[config.mk]
export PLATFORM = sky130hd
export DESIGN_NAME = title_screen
export DESIGN_NICKNAME = d
export VERILOG_FILES = /design/src/rtl/title_screen.sv
export SDC_FILE = /design/constraint.sdc
export NUM_CORES = 1
export LEC_CHECK = 0
export CAP_MARGIN = 10
export CORE_ASPECT_RATIO = 0.5
export CORE_MARGIN = 3
export CORE_UTILIZATION = 51
export CTS_CLUSTER_DIAMETER = 120
export CTS_CLUSTER_SIZE = 20
export DETAILED_ROUTE_END_ITERATION = 10
export GPL_ROUTABILITY_DRIVEN = 0
export PLACE_DENSITY = 0.9
export SLEW_MARGIN = 10
export SYNTH_ARGS = -nofsm -noshare
export SYNTH_HDL_FRONTEND = slang
export SYNTH_SLANG_ARGS = --single-unit
[constraint.sdc]
create_clock -name Clk -period 3.2 [get_ports Clk]
set_clock_uncertainty 0.2 [all_clocks]
set_input_delay 0.48 -clock Clk [delete_from_list [all_inputs] [get_ports Clk]]
set_output_delay 0.48 -clock Clk [all_outputs]
set_load 0.02 [all_outputs]
[src/rtl/title_screen.sv]
// Attract/title screen sequencer: colour-cycled logo, blinking start bar, fade-out,
// play hand-off and game-over hold, with registered title-layer RGB and mux select.
module title_screen #(
    parameter int         COLOR_PERIOD = 16,
    parameter int         BLINK_PERIOD = 32,
    parameter int         FADE_STEP    = 4,
    parameter int         HOLD_FRAMES  = 120,
    parameter logic [7:0] START_KEY    = 8'h28
) (
    input  logic       Clk,
    input  logic       Reset_n,
    input  logic       frame_clk,
    input  logic [9:0] DrawX,
    input  logic [9:0] DrawY,
    input  logic       is_galaga,
    input  logic [7:0] keycode,
    input  logic       game_over,
    output logic [7:0] Red,
    output logic [7:0] Green,
    output logic [7:0] Blue,
    output logic       title_active,
    output logic       game_start
);
    // state    | meaning
    // TITLE    | colour-cycled logo, blinking start bar, waiting for start key
    // FADE     | logo fading out one shift per FADE_STEP frames
    // PLAY     | game logic owns the screen, title layer black
    // GAMEOVER | red logo held for HOLD_FRAMES frames
    typedef enum logic [1:0] {S_TITLE, S_FADE, S_PLAY, S_GAMEOVER} state_t;

    localparam int CW = $clog2(COLOR_PERIOD + 1);
    localparam int BW = $clog2(BLINK_PERIOD + 1);
    localparam int FW = $clog2(FADE_STEP + 1);
    localparam int HW = $clog2(HOLD_FRAMES + 1);
    localparam logic [CW-1:0] COLOR_LAST = CW'(COLOR_PERIOD - 1);
    localparam logic [BW-1:0] BLINK_LAST = BW'(BLINK_PERIOD - 1);
    localparam logic [FW-1:0] FADE_LAST  = FW'(FADE_STEP - 1);
    localparam logic [HW-1:0] HOLD_LAST  = HW'(HOLD_FRAMES - 1);

    state_t        state_q, state_d;
    logic [CW-1:0] color_cnt_q, color_cnt_d;
    logic [BW-1:0] blink_cnt_q, blink_cnt_d;
    logic [FW-1:0] fade_cnt_q, fade_cnt_d;
    logic [HW-1:0] hold_cnt_q, hold_cnt_d;
    logic [1:0]    palette_q, palette_d;
    logic [2:0]    fade_shift_q, fade_shift_d;
    logic          blink_q, blink_d;
    logic          frame_meta_q, frame_sync_q, frame_prev_q;
    logic          key_hit_q, key_prev_q;
    logic [23:0]   rgb_q, rgb_d;
    logic          title_active_q, title_active_d;
    logic          game_start_q, game_start_d;
    logic          frame_tick, key_press;
    logic [1:0]    pal_idx;
    logic [23:0]   base;
    logic [2:0]    shift;
    logic          on_bar;

    assign frame_tick = frame_sync_q & ~frame_prev_q;
    assign key_press  = key_hit_q & ~key_prev_q;

    // Key flags reset high so a key held through reset shows no rising edge.
    always_ff @(posedge Clk or negedge Reset_n) begin
        if (!Reset_n) begin
            frame_meta_q <= 1'b0;
            frame_sync_q <= 1'b0;
            frame_prev_q <= 1'b0;
            key_hit_q    <= 1'b1;
            key_prev_q   <= 1'b1;
        end else begin
            frame_meta_q <= frame_clk;
            frame_sync_q <= frame_meta_q;
            frame_prev_q <= frame_sync_q;
            key_hit_q    <= (keycode == START_KEY);
            key_prev_q   <= key_hit_q;
        end
    end

    always_ff @(posedge Clk or negedge Reset_n) begin
        if (!Reset_n) begin
            state_q        <= S_TITLE;
            color_cnt_q    <= '0;
            blink_cnt_q    <= '0;
            fade_cnt_q     <= '0;
            hold_cnt_q     <= '0;
            palette_q      <= '0;
            fade_shift_q   <= '0;
            blink_q        <= 1'b0;
            rgb_q          <= '0;
            title_active_q <= 1'b1;
            game_start_q   <= 1'b0;
        end else begin
            state_q        <= state_d;
            color_cnt_q    <= color_cnt_d;
            blink_cnt_q    <= blink_cnt_d;
            fade_cnt_q     <= fade_cnt_d;
            hold_cnt_q     <= hold_cnt_d;
            palette_q      <= palette_d;
            fade_shift_q   <= fade_shift_d;
            blink_q        <= blink_d;
            rgb_q          <= rgb_d;
            title_active_q <= title_active_d;
            game_start_q   <= game_start_d;
        end
    end

    always_comb begin
        state_d      = state_q;
        color_cnt_d  = color_cnt_q;
        blink_cnt_d  = blink_cnt_q;
        fade_cnt_d   = fade_cnt_q;
        hold_cnt_d   = hold_cnt_q;
        palette_d    = palette_q;
        fade_shift_d = fade_shift_q;
        blink_d      = blink_q;
        case (state_q)
            S_TITLE: begin
                if (key_press) begin
                    state_d      = S_FADE;
                    fade_cnt_d   = '0;
                    fade_shift_d = '0;
                end else if (frame_tick) begin
                    if (color_cnt_q == COLOR_LAST) begin
                        color_cnt_d = '0;
                        palette_d   = palette_q + 2'd1;
                    end else begin
                        color_cnt_d = color_cnt_q + 1'b1;
                    end
                    if (blink_cnt_q == BLINK_LAST) begin
                        blink_cnt_d = '0;
                        blink_d     = ~blink_q;
                    end else begin
                        blink_cnt_d = blink_cnt_q + 1'b1;
                    end
                end
            end
            S_FADE: begin
                if (frame_tick) begin
                    if (fade_cnt_q == FADE_LAST) begin
                        fade_cnt_d = '0;
                        if (fade_shift_q == 3'd7) state_d = S_PLAY;
                        else fade_shift_d = fade_shift_q + 3'd1;
                    end else begin
                        fade_cnt_d = fade_cnt_q + 1'b1;
                    end
                end
            end
            S_PLAY: begin
                if (game_over) begin
                    state_d    = S_GAMEOVER;
                    hold_cnt_d = '0;
                end
            end
            default: begin
                if (frame_tick) begin
                    if (hold_cnt_q == HOLD_LAST) begin
                        state_d      = S_TITLE;
                        hold_cnt_d   = '0;
                        color_cnt_d  = '0;
                        blink_cnt_d  = '0;
                        fade_cnt_d   = '0;
                        palette_d    = '0;
                        fade_shift_d = '0;
                        blink_d      = 1'b0;
                    end else begin
                        hold_cnt_d = hold_cnt_q + 1'b1;
                    end
                end
            end
        endcase
    end

    always_comb begin
        pal_idx = (state_q == S_GAMEOVER) ? 2'd1 : palette_q;
        case (pal_idx)
            2'd0:    base = 24'hFFFFFF;
            2'd1:    base = 24'hFF0000;
            2'd2:    base = 24'hFFFF00;
            default: base = 24'h00FFFF;
        endcase
        shift  = (state_q == S_FADE) ? fade_shift_q : 3'd0;
        on_bar = (state_q == S_TITLE) && blink_q &&
                 (DrawX >= 10'd272) && (DrawX <= 10'd368) &&
                 (DrawY >= 10'd256) && (DrawY <= 10'd259);
        rgb_d = 24'h000000;
        if (state_q != S_PLAY) begin
            if (is_galaga) rgb_d = {base[23:16] >> shift, base[15:8] >> shift, base[7:0] >> shift};
            else if (on_bar) rgb_d = 24'hFFFFFF;
        end
        title_active_d = (state_q != S_PLAY);
        game_start_d   = (state_q == S_FADE) && (state_d == S_PLAY);
    end

    assign Red          = rgb_q[23:16];
    assign Green        = rgb_q[15:8];
    assign Blue         = rgb_q[7:0];
    assign title_active = title_active_q;
    assign game_start   = game_start_q;
endmodule

==> impl_metrics.env <==
export IMPL_grt_max_degree=42
export IMPL_yosysWarnings=0
export IMPL_clock_sinks=60
export IMPL_clkTransAtPathRegs_ns=0.05
export IMPL_viasPerCell=5.805
export IMPL_synth_edf_count=0
export IMPL_postCtsHoldBufs=0
export IMPL_dieArea_um2=6706
export IMPL_cp_max_fo=12
export IMPL_intPower_mw=1.997
export IMPL_grt_pass1_wl_um=11950
export IMPL_io_buffers=56
export IMPL_max_vdd_ir_drop_mv=0.5944
export IMPL_antenna_found_initial=0
export IMPL_holdWs_ns=0.06951
export IMPL_ctsResizeCount=0
export IMPL_ys_seq_elements=60
export IMPL_die_h_um=59.43
export IMPL_vias=2467
export IMPL_yosysTopAreaCell="dfrtp_1"
export IMPL_overflow=0
export IMPL_synth_ff_type="dfrtp_1"
export IMPL_hpwlAfterDp_um=4714
export IMPL_n_antenna_cell=0
export IMPL_crit_slowest_cell="or4b_1"
export IMPL_outcome="completed"
export IMPL_clkPwrFrac_pct=28.8
export IMPL_drt_iter0_drc=209
export IMPL_switching_share_pct=35.40
export IMPL_cp_end_kind="flip-flop"
export IMPL_syn_area_um2=2912
export IMPL_syn_nets=334
export IMPL_combPwrFrac_pct=36.6
export IMPL_drc=0
export IMPL_fmax_mhz=385.6
export IMPL_period_needed_ns=2.593
export IMPL_slowest_delay_ns=0.49
export IMPL_min_path_type="in -> async"
export IMPL_post_route_period_util_pct=81.03
export IMPL_leakagePower_nw=1.689
export IMPL_drv_cap=0
export IMPL_pwr_density_cell_nw_per_um2=807.3
export IMPL_fin_setup_tns_ns=0
export IMPL_initial_core_util_pct=55.96
export IMPL_clock_root_buffer="clkbuf_16"
export IMPL_ant_nets=0
export IMPL_io_pins=59
export IMPL_regToRegStartpoint="state_q[0]$_DFF_PN0_"
export IMPL_synth_top_area_share_pct=48.99
export IMPL_required_ns=3.24
export IMPL_yosys_top_cells_area="dfrtp_1 49%, ha_1 5.2%, nand2_1 3.6%"
export IMPL_fin_nets=396
export IMPL_post_cts_buffers=0
export IMPL_grt_pass1_vias=2497
export IMPL_wl_per_cell_um=16.39
export IMPL_core_area_um2=5202
export IMPL_critical_path_class="reg -> reg"
export IMPL_slew_headroom_pct=40.82
export IMPL_yosysMostFrequentCell="dfrtp_1"
export IMPL_die_w_um=112.9
export IMPL_hold_viol=0
export IMPL_gr_usage_all_layers_pct=22.82
export IMPL_cts_tree="built"
export IMPL_path_cells="inv_2, ha_1, or4b_1, nor3_2, nand2_1, a21oi_1"
export IMPL_cts_buffers=9
export IMPL_finalMaxSlewViolations=0
export IMPL_area_growth_pct=31.54
export IMPL_synth_cell_types=58
export IMPL_rows=18
export IMPL_dr_pass1_iters=4
export IMPL_p_switching_mw=1.095
export IMPL_synth_async_reset_ratio_pct=100.0
export IMPL_yosysSeqAreaShare_pct=51.70
export IMPL_critPathLaunch="state_q[0]$_DFF_PN0_"
export IMPL_p_seq_share_pct=34.6
export IMPL_ys_top_cells_by_count="57 x dfrtp_1, 28 x nand2_1, 21 x nor2_1"
export IMPL_crit_arrival_ns=2.63
export IMPL_drive_above_1_share_pct=9.296
export IMPL_rsz0062_at_grt="false"
export IMPL_syn_area_per_cell_um2=10.07
export IMPL_syn_inst=289
export IMPL_crit_path_start_kind="flip-flop"
export IMPL_worst_slew_pin_slew_ns=0.8877
export IMPL_clk_insertion_delay_late_ns=0.33
export IMPL_finalSetupViolations=0
export IMPL_cts_path_max_buffers=2
export IMPL_routed_wirelength_um=6964
export IMPL_htreeDepth=3
==> power by group through the flow <==
stage | Sequential [mW] | Clock, mW | Combinational [mW]
after floorplan | 1.20 | 0 | 0.538
after global placement | 1.06 | 0 | 1.06
after detailed placement | 1.08 | 0 | 1.11
after CTS | 1.07 | 0.891 | 1.13
after global routing | 1.09 | 0.932 | 1.24
final | 1.07 | 0.892 | 1.13
==> critical path, delay by kind of cell (launching register included) <==
family	cells	cell delay, ns
flops	1	0.44
buf+inv	1	0.15
compound gates	1	0.23
simple gates	3	1.06
fa+ha+maj	1	0.42
==> sequential cells by signal, summed over array words and instances, names as in the netlist <==
name          count
fade_shift_q      3
title_active      1
blink_q           1
key_prev_q        1
frame_sync_q      1
key_hit_q         1
rgb_q            24
frame_prev_q      1
fade_cnt_q        3
state_q           2
frame_meta_q      1
game_start        1
blink_cnt_q       6
palette_q         2
hold_cnt_q        7
color_cnt_q       5
==> final cells by class <==
type / instances / area [µm²]
clock buffers: 11 / 252.7
fillers: 329 / 1373
multi-input cells: 207 / 1321
inverters: 12 / 45.04
flip-flops and latches: 60 / 1505
clock inverters: 4 / 25.02
well taps: 70 / 87.58
repair buffers: 61 / 593.1
==> stage by stage <==
stage          area, µm²  cells  setup slack (ns)  util (%)  total power [mW]
2_1_floorplan       2912    289            0.9629         -             1.736
4_1_cts             3830    425            0.5963     73.62             3.087
5_1_grt             3830    425            0.4449     73.62             3.257
6_report            3830    425            0.6069     73.62             3.092
3_3_place_gp        3552    410            0.7289     68.28             2.125
3_5_place_dp        3552    410            0.6364     68.28             2.183
==> cell usage in the layout, fill, tap and decap left out, types with 3 or more instances in the layout <==
cell,synthesis,final
a21o_1,3,3
buf_4,0,5
nor2b_1,6,6
nand2_1,28,28
or3b_1,3,3
ha_1,12,12
nor3_1,4,4
nand2b_1,13,13
a41oi_1,3,3
dfstp_2,3,3
o221ai_1,3,3
o21a_1,3,3
nand4_1,7,7
a21oi_1,12,12
clkbuf_16,0,9
inv_1,11,11
o21ai_0,10,10
nor2_1,21,21
nand3_1,15,15
dfrtp_1,57,57
nor4_1,4,4
clkdlybuf4s50_1,0,55
o21ai_1,11,11
==> path summary, 6_finish.rpt <==
check | end | slack (ns) | depth (start not counted)
max in group asynchronous | rgb_q[16]$_DFF_PN0_ | 1.94 | 2
min reg2reg | frame_sync_q$_DFF_PN0_ | 0.15 | 0
max reg2reg | rgb_q[23]$_DFF_PN0_ | 0.61 | 6
max | rgb_q[23]$_DFF_PN0_ | 0.61 | 6
min in group Clk | frame_sync_q$_DFF_PN0_ | 0.15 | 0
min | color_cnt_q[0]$_DFFE_PN0P_ | 0.07 | 1
==> cells by family after synthesis <==
family	synth area share, %
XOR/XNOR	0.6017
flip-flops	51.70
AO/OA/AOI/OAI	16.98
multiplexers	0.7305
buffers and inverters	2.922
AND/OR/NAND/NOR	21.92
adder cells (fa/ha/maj)	5.157
==> metal layers <==
metal	part of all wire (%)	up-vias	GRT usage (%)	routed length (µm)
met1	41	1188	26.53	2842
met3	6.7	13	6.728	468
met5	0	-	0	0
li1	-	1177	-	-
met4	1.9	0	9.418	132
met2	51	89	40.49	3520
(Power assumes the default switching activity.)
